File: src/rtl/route_lookup_arb.sv
// route_lookup_arb: two-requester round-robin front end for a route TCAM.
// Serialises lookups and route-table writes so that only one is ever outstanding.
// Ports: clk/rst; req_* lookup requests (2 requesters); rsp_* lookup results;
//        cfg_* table-write requests with cfg_err on a bad index; tcam_* table side.
// Optional: define ROUTE_ARB_STATS_EN to add stats_clr, lookup_cnt, miss_cnt, wr_cnt.
module route_lookup_arb #(
    parameter int WIDTH = 32,
    parameter int SIZE  = 8
) (
    input  logic                 clk,
    input  logic                 rst,
    input  logic [1:0]           req_valid,
    output logic [1:0]           req_ready,
    input  logic [WIDTH-1:0]     req_addr0,
    input  logic [WIDTH-1:0]     req_addr1,
    output logic                 rsp_valid,
    input  logic                 rsp_ready,
    output logic                 rsp_id,
    output logic                 rsp_hit,
    output logic [3:0]           rsp_if_idx,
    output logic [WIDTH-1:0]     rsp_net,
    output logic [7:0]           rsp_prefix_size,
    input  logic                 cfg_valid,
    output logic                 cfg_ready,
    input  logic [7:0]           cfg_index,
    input  logic [2*WIDTH+3:0]   cfg_entry,
    output logic                 cfg_err,
    output logic [2*WIDTH+3:0]   tcam_addr_in,
    output logic                 tcam_wr_en,
    output logic [7:0]           tcam_wr_index,
    input  logic [WIDTH-1:0]     tcam_addr_out,
    input  logic [3:0]           tcam_if_idx,
    input  logic [7:0]           tcam_prefix_size,
    input  logic                 tcam_valid
`ifdef ROUTE_ARB_STATS_EN
    ,
    input  logic                 stats_clr,
    output logic [31:0]          lookup_cnt,
    output logic [31:0]          miss_cnt,
    output logic [15:0]          wr_cnt
`endif
);

    localparam int EW = 2 * WIDTH + 4;

    localparam logic [2:0] IDLE   = 3'd0;
    localparam logic [2:0] LOOKUP = 3'd1;
    localparam logic [2:0] WAIT   = 3'd2;
    localparam logic [2:0] RESP   = 3'd3;
    localparam logic [2:0] WRITE  = 3'd4;

    localparam logic [8:0] SIZE_L = 9'(SIZE);

    logic [2:0]       state_q, state_d;
    logic             last_q, last_d;
    logic [EW-1:0]    addr_q, addr_d;
    logic [7:0]       wr_idx_q, wr_idx_d;
    logic             id_q, id_d;
    logic             hit_q, hit_d;
    logic [3:0]       ifx_q, ifx_d;
    logic [WIDTH-1:0] net_q, net_d;
    logic [7:0]       pfx_q, pfx_d;
    logic             err_q, err_d;

    logic any_req;
    logic win;
    logic idx_ok;
    logic idle;

    assign idle    = (state_q == IDLE);
    assign any_req = |req_valid;
    // With both requesting, the one not granted last time wins.
    assign win     = (req_valid == 2'b11) ? ~last_q : req_valid[1];
    assign idx_ok  = ({1'b0, cfg_index} < SIZE_L);

    // Handshake readies are combinational, so they are masked during reset.
    assign cfg_ready = !rst && idle;
    assign req_ready = (!rst && idle && !cfg_valid && any_req)
                       ? (win ? 2'b10 : 2'b01) : 2'b00;

    assign rsp_valid       = (state_q == RESP);
    assign rsp_id          = id_q;
    assign rsp_hit         = hit_q;
    assign rsp_if_idx      = ifx_q;
    assign rsp_net         = net_q;
    assign rsp_prefix_size = pfx_q;
    assign cfg_err         = err_q;
    assign tcam_addr_in    = addr_q;
    assign tcam_wr_en      = (state_q == WRITE);
    assign tcam_wr_index   = wr_idx_q;

    always_comb begin
        state_d  = state_q;
        last_d   = last_q;
        addr_d   = addr_q;
        wr_idx_d = wr_idx_q;
        id_d     = id_q;
        hit_d    = hit_q;
        ifx_d    = ifx_q;
        net_d    = net_q;
        pfx_d    = pfx_q;
        err_d    = 1'b0;
        case (state_q)
            IDLE: begin
                if (cfg_valid) begin
                    if (idx_ok) begin
                        addr_d   = cfg_entry;
                        wr_idx_d = cfg_index;
                        state_d  = WRITE;
                    end else begin
                        err_d = 1'b1;
                    end
                end else if (any_req) begin
                    addr_d  = {{(WIDTH + 4){1'b0}},
                               (win ? req_addr1 : req_addr0)};
                    id_d    = win;
                    last_d  = win;
                    state_d = LOOKUP;
                end
            end
            LOOKUP: state_d = WAIT;
            WAIT: begin
                // Table output is valid one cycle after it sampled the address.
                hit_d   = tcam_valid;
                ifx_d   = tcam_valid ? tcam_if_idx : 4'd0;
                net_d   = tcam_valid ? tcam_addr_out : '0;
                pfx_d   = tcam_valid ? tcam_prefix_size : 8'd0;
                state_d = RESP;
            end
            RESP: begin
                if (rsp_ready) state_d = IDLE;
            end
            WRITE: state_d = IDLE;
            default: state_d = IDLE;
        endcase
    end

    always_ff @(posedge clk or posedge rst) begin
        if (rst) begin
            state_q  <= IDLE;
            last_q   <= 1'b1;
            addr_q   <= '0;
            wr_idx_q <= '0;
            id_q     <= 1'b0;
            hit_q    <= 1'b0;
            ifx_q    <= '0;
            net_q    <= '0;
            pfx_q    <= '0;
            err_q    <= 1'b0;
        end else begin
            state_q  <= state_d;
            last_q   <= last_d;
            addr_q   <= addr_d;
            wr_idx_q <= wr_idx_d;
            id_q     <= id_d;
            hit_q    <= hit_d;
            ifx_q    <= ifx_d;
            net_q    <= net_d;
            pfx_q    <= pfx_d;
            err_q    <= err_d;
        end
    end

`ifdef ROUTE_ARB_STATS_EN
    logic [31:0] lookup_cnt_q, lookup_cnt_d;
    logic [31:0] miss_cnt_q, miss_cnt_d;
    logic [15:0] wr_cnt_q, wr_cnt_d;
    logic        rsp_hs;
    logic        wr_start;

    assign rsp_hs   = rsp_valid && rsp_ready;
    assign wr_start = idle && cfg_valid && idx_ok;

    always_comb begin
        lookup_cnt_d = lookup_cnt_q;
        miss_cnt_d   = miss_cnt_q;
        wr_cnt_d     = wr_cnt_q;
        if (stats_clr) begin
            lookup_cnt_d = '0;
            miss_cnt_d   = '0;
            wr_cnt_d     = '0;
        end else begin
            if (rsp_hs && lookup_cnt_q != '1)
                lookup_cnt_d = lookup_cnt_q + 32'd1;
            if (rsp_hs && !hit_q && miss_cnt_q != '1)
                miss_cnt_d = miss_cnt_q + 32'd1;
            if (wr_start && wr_cnt_q != '1)
                wr_cnt_d = wr_cnt_q + 16'd1;
        end
    end

    always_ff @(posedge clk or posedge rst) begin
        if (rst) begin
            lookup_cnt_q <= '0;
            miss_cnt_q   <= '0;
            wr_cnt_q     <= '0;
        end else begin
            lookup_cnt_q <= lookup_cnt_d;
            miss_cnt_q   <= miss_cnt_d;
            wr_cnt_q     <= wr_cnt_d;
        end
    end

    assign lookup_cnt = lookup_cnt_q;
    assign miss_cnt   = miss_cnt_q;
    assign wr_cnt     = wr_cnt_q;
`endif

endmodule

File: config.mk
export PLATFORM = sky130hd
export DESIGN_NAME = route_lookup_arb
export DESIGN_NICKNAME = d
export VERILOG_FILES = /design/src/rtl/route_lookup_arb.sv
export SDC_FILE = /design/constraint.sdc
export NUM_CORES = 1
export LEC_CHECK = 0
export CORE_UTILIZATION = 39
export CTS_CLUSTER_DIAMETER = 60
export DETAILED_ROUTE_END_ITERATION = 7
export HOLD_SLACK_MARGIN = 0.05
export PLACE_DENSITY = 0.81
export SYNTH_ARGS = -nofsm -noshare
export SYNTH_HDL_FRONTEND = slang
export SYNTH_SLANG_ARGS = --single-unit
export TNS_END_PERCENT = 5
File: constraint.sdc
create_clock -name clk -period 6.1 [get_ports clk]
set_input_delay 1.83 -clock clk [delete_from_list [all_inputs] [get_ports clk]]
set_output_delay 1.83 -clock clk [all_outputs]
set_load 0.005 [all_outputs]
==> summary.md <==
| Metric | Value |
|---|---|
| Crit path launch | req_valid[1] |
| Crit-path cells | clkdlybuf4s50_1 -> a21bo_2 -> nor4_1 -> clkdlybuf4s50_1 |
| Final Hold Viols | 0 |
| Global-route wire length before repair | 25700 um |
| Cts hold-fix bufs | 0 |
| Worst hold path type | register to register |
| Final slew viol count | 0 |
| R2R Setup Slk | 3.29 ns |
| Min-Delay Startpoint | rsp_prefix_size[2]$_DFFE_PP0N_ |
| R2r startpoint | state_q[0]$_DFFE_PP0P_ |
| Residual DRC | 0 |
| WP buf/inv | 2 |
| Hold Crit Depth | 2 |
| Yosys warning total | 0 |
| Max-slew headroom | 0.4326 |
| Initial Utilization | 0.3994 |
| Core area | 14480 um2 |
| DP Wirelength | 12440 um |
| Most common cell after layout, fill and taps aside | clkdlybuf4s50_1 |
| Setup Total Neg Slack | 0 ns |
| Max clock buf depth | 2 |
| Netlist Area Pre-Place | 5783 um2 |
| Syn avg cell area | 9.954 um2 |
| I/O Pins | 319 |
| Via count | 5190 |
| Worst Max-Slew Pin Slew | 0.8512 ns |
| Sequential-to-total area share from yosys stat | 0.5498 |
| Post-CTS Setup Inserts | 0 |
| Non-filler cells, final | 1079 |
| Startpoint Class | input port |
| Fmax | 191.5 MHz |
| Maximum vdd ir drop | 279.4 uV |
| CTS root buffer | clkbuf_16 |
| H-tree depth | 4 |
| Clock transition at path regs | 0.06 ns |
| Global Route Usage Sum | 0.2275 |
| Synthesized flop and latch total | 127 |
| Worst r2r path cells | 5 |
| Max incr delay on CP | 0.57 ns |
| Critical path's top delay family | buffers and inverters |
| Pre-CTS setup slack | 0.8858 ns |
| Share of cells above drive strength 1 | 0.09497 |
| DRT antenna net count | 0 |
| Final setup viols | 0 |
| PortBufs | 318 |
| Post-synth EDFFs | 0 |
| Resize count post-CTS | 0 |
| Crit-path slowest cell | clkdlybuf4s50_1 |
| CP endpoint kind | output pin |
| Chip height | 123.8 um |
| Syn Inst Count | 581 |
| Period utilization | 0.8560 |
| Num rows | 44 |
| Worst Skew | 0.008885 ns |
| WHS Endpoint | rsp_prefix_size[2]$_DFFE_PP0N_ |
| Wire per inst | 16.50 um |
| WL final | 17800 um |
| Fin crit period | 5.222 ns |
| DRT Pass-1 Iters | 4 |
| Leak pwr | 4.311 nW |
| Max-cap violations | 0 |
| Ys async rst share | 1.000 |
| CTS buffer count | 17 |
| Largest net degree at the start of global routing | 95 |
| Crit path max fanout | 4 |
| PnR worst setup slack | 0.8783 ns |
| Synthesis-to-layout area growth | 67.55% |
| Clock latency at the later pin of the worst-skew pair | 0.41 ns |
| Nets | 1073 |
| Diodes inserted | 0 |
| Cell variety after synth | 32 |
| Commonest register cell after synthesis | dfrtp_1 |
| Data required time of the worst path | 4.27 ns |
| Initial antenna violation count | 0 |
| DR vias/cell | 4.810 |
| Pwr Density | 388.0 nW/um2 |
| Most used cell along the critical path | clkdlybuf4s50_1 |
| TritonCTS clock tree | yes |
| Clock sink count | 127 |
| FF-to-FF End | tcam_addr_in[31]$_DFFE_PP0P_ |
| Die area | 15320 um2 |
| Die Wd | 123.8 um |
| Syn Nets | 772 |
| Dpl cells | 1047 |
| Grt ovf | 0 |
| Detailed Route Iter0 Violations | 215 |
| Vias in the first global route | 4935 |
| Crit Path Class | input port to output pin |
| Most frequent cells in the layout | clkdlybuf4s50_1, dfrtp_1, nand2_1, o21ai_0, inv_1 |
| Data arrival, critical path | 3.39 ns |
| Final GP Congestion | 0.7639 |
| Status | completed |
| RSZ-0062 raised after global routing | no |
## state kept, by name (all words and copies together), names as in the netlist
register         count
rsp_hit              1
tcam_addr_in        68
last_q               1
tcam_wr_index        8
cfg_err              1
rsp_net             32
rsp_id               1
state_q              3
rsp_prefix_size      8
rsp_if_idx           4
## worst min-delay path, cell delays in order (launching register included)
cell,delay (ns)
dfrtp_1,0.34
nand2_1,0.04
o21ai_0,0.06
## power breakdown
part,total (mW),internal [mW],leakage [nW],switching [mW]
combinational,1.36,0.849,2.34,0.514
clock,1.10,0.721,0.318,0.376
sequential,1.30,1.13,1.65,0.166
total,3.76,2.70,4.31,1.06
## cell type report
cell class,count,area (um2)
Sequential cell,127,3179
Inverter,40,155.1
Timing Repair Buffer,328,3258
Multi-Input combinational cell,368,2218
Tap cell,184,230.2
Clock inverter,11,177.7
Fill cell,1128,4790
Clock buffer,21,470.5
## metal layers
| metal | GRT usage | vias to the layer above | part of all wire |
|---|---|---|---|
| li1 | - | 2554 | - |
| met1 | 0.2625 | 2375 | 0.41 |
| met2 | 0.3799 | 226 | 0.48 |
| met3 | 0.07692 | 35 | 0.091 |
| met4 | 0.1054 | 0 | 0.027 |
| met5 | 0 | - | 0 |
## worst max path at each step
stage | to | slack, ns | cells past startpoint
2_1_floorplan | cfg_err$_DFF_PP0_ | 0.89 | 1
3_3_place_gp | req_ready[1] | 0.89 | 4
3_5_place_dp | req_ready[1] | 0.89 | 4
4_1_cts | req_ready[1] | 0.88 | 4
5_1_grt | req_ready[1] | 0.81 | 4
6_report | req_ready[1] | 0.88 | 4
## metrics by stage
step / hold slack, ns / area, um2 / utilization / power (mW)
6_report: 0.4749 / 9689 / 0.6692 / 3.760
3_5_place_dp: 0.4696 / 9041 / 0.6244 / 2.674
4_1_cts: 0.4822 / 9689 / 0.6692 / 3.797
5_1_grt: 0.5068 / 9689 / 0.6692 / 3.972
3_3_place_gp: 0.4597 / 9041 / 0.6244 / 2.641
2_1_floorplan: 0.4658 / 5783 / - / 1.839
## cell usage after synthesis, drive strengths merged (3+ instances only)
master	instances	area (um2)
nor2	3	11.26
o21ai	82	410.4
inv	39	146.4
a2bb2oi	32	280.3
nand2	125	485.5
and2	5	31.28
mux2	36	525.5
nand3	36	180.2
dfrtp	126	3153
buf	8	97.59
a21oi	33	165.2
clkbuf	38	142.6
## kinds of logic (layout without fill, tap and decap cells)
group           after synthesis  count (layout)  share of synthesized area
mux                          36              36                    0.09087
buf+inv                      86             400                    0.06750
simple gates                178             178                     0.1335
flops                       127             127                     0.5498
compound gates              154             154                     0.1584
Note: power is estimated with default switching activity, not from simulation.
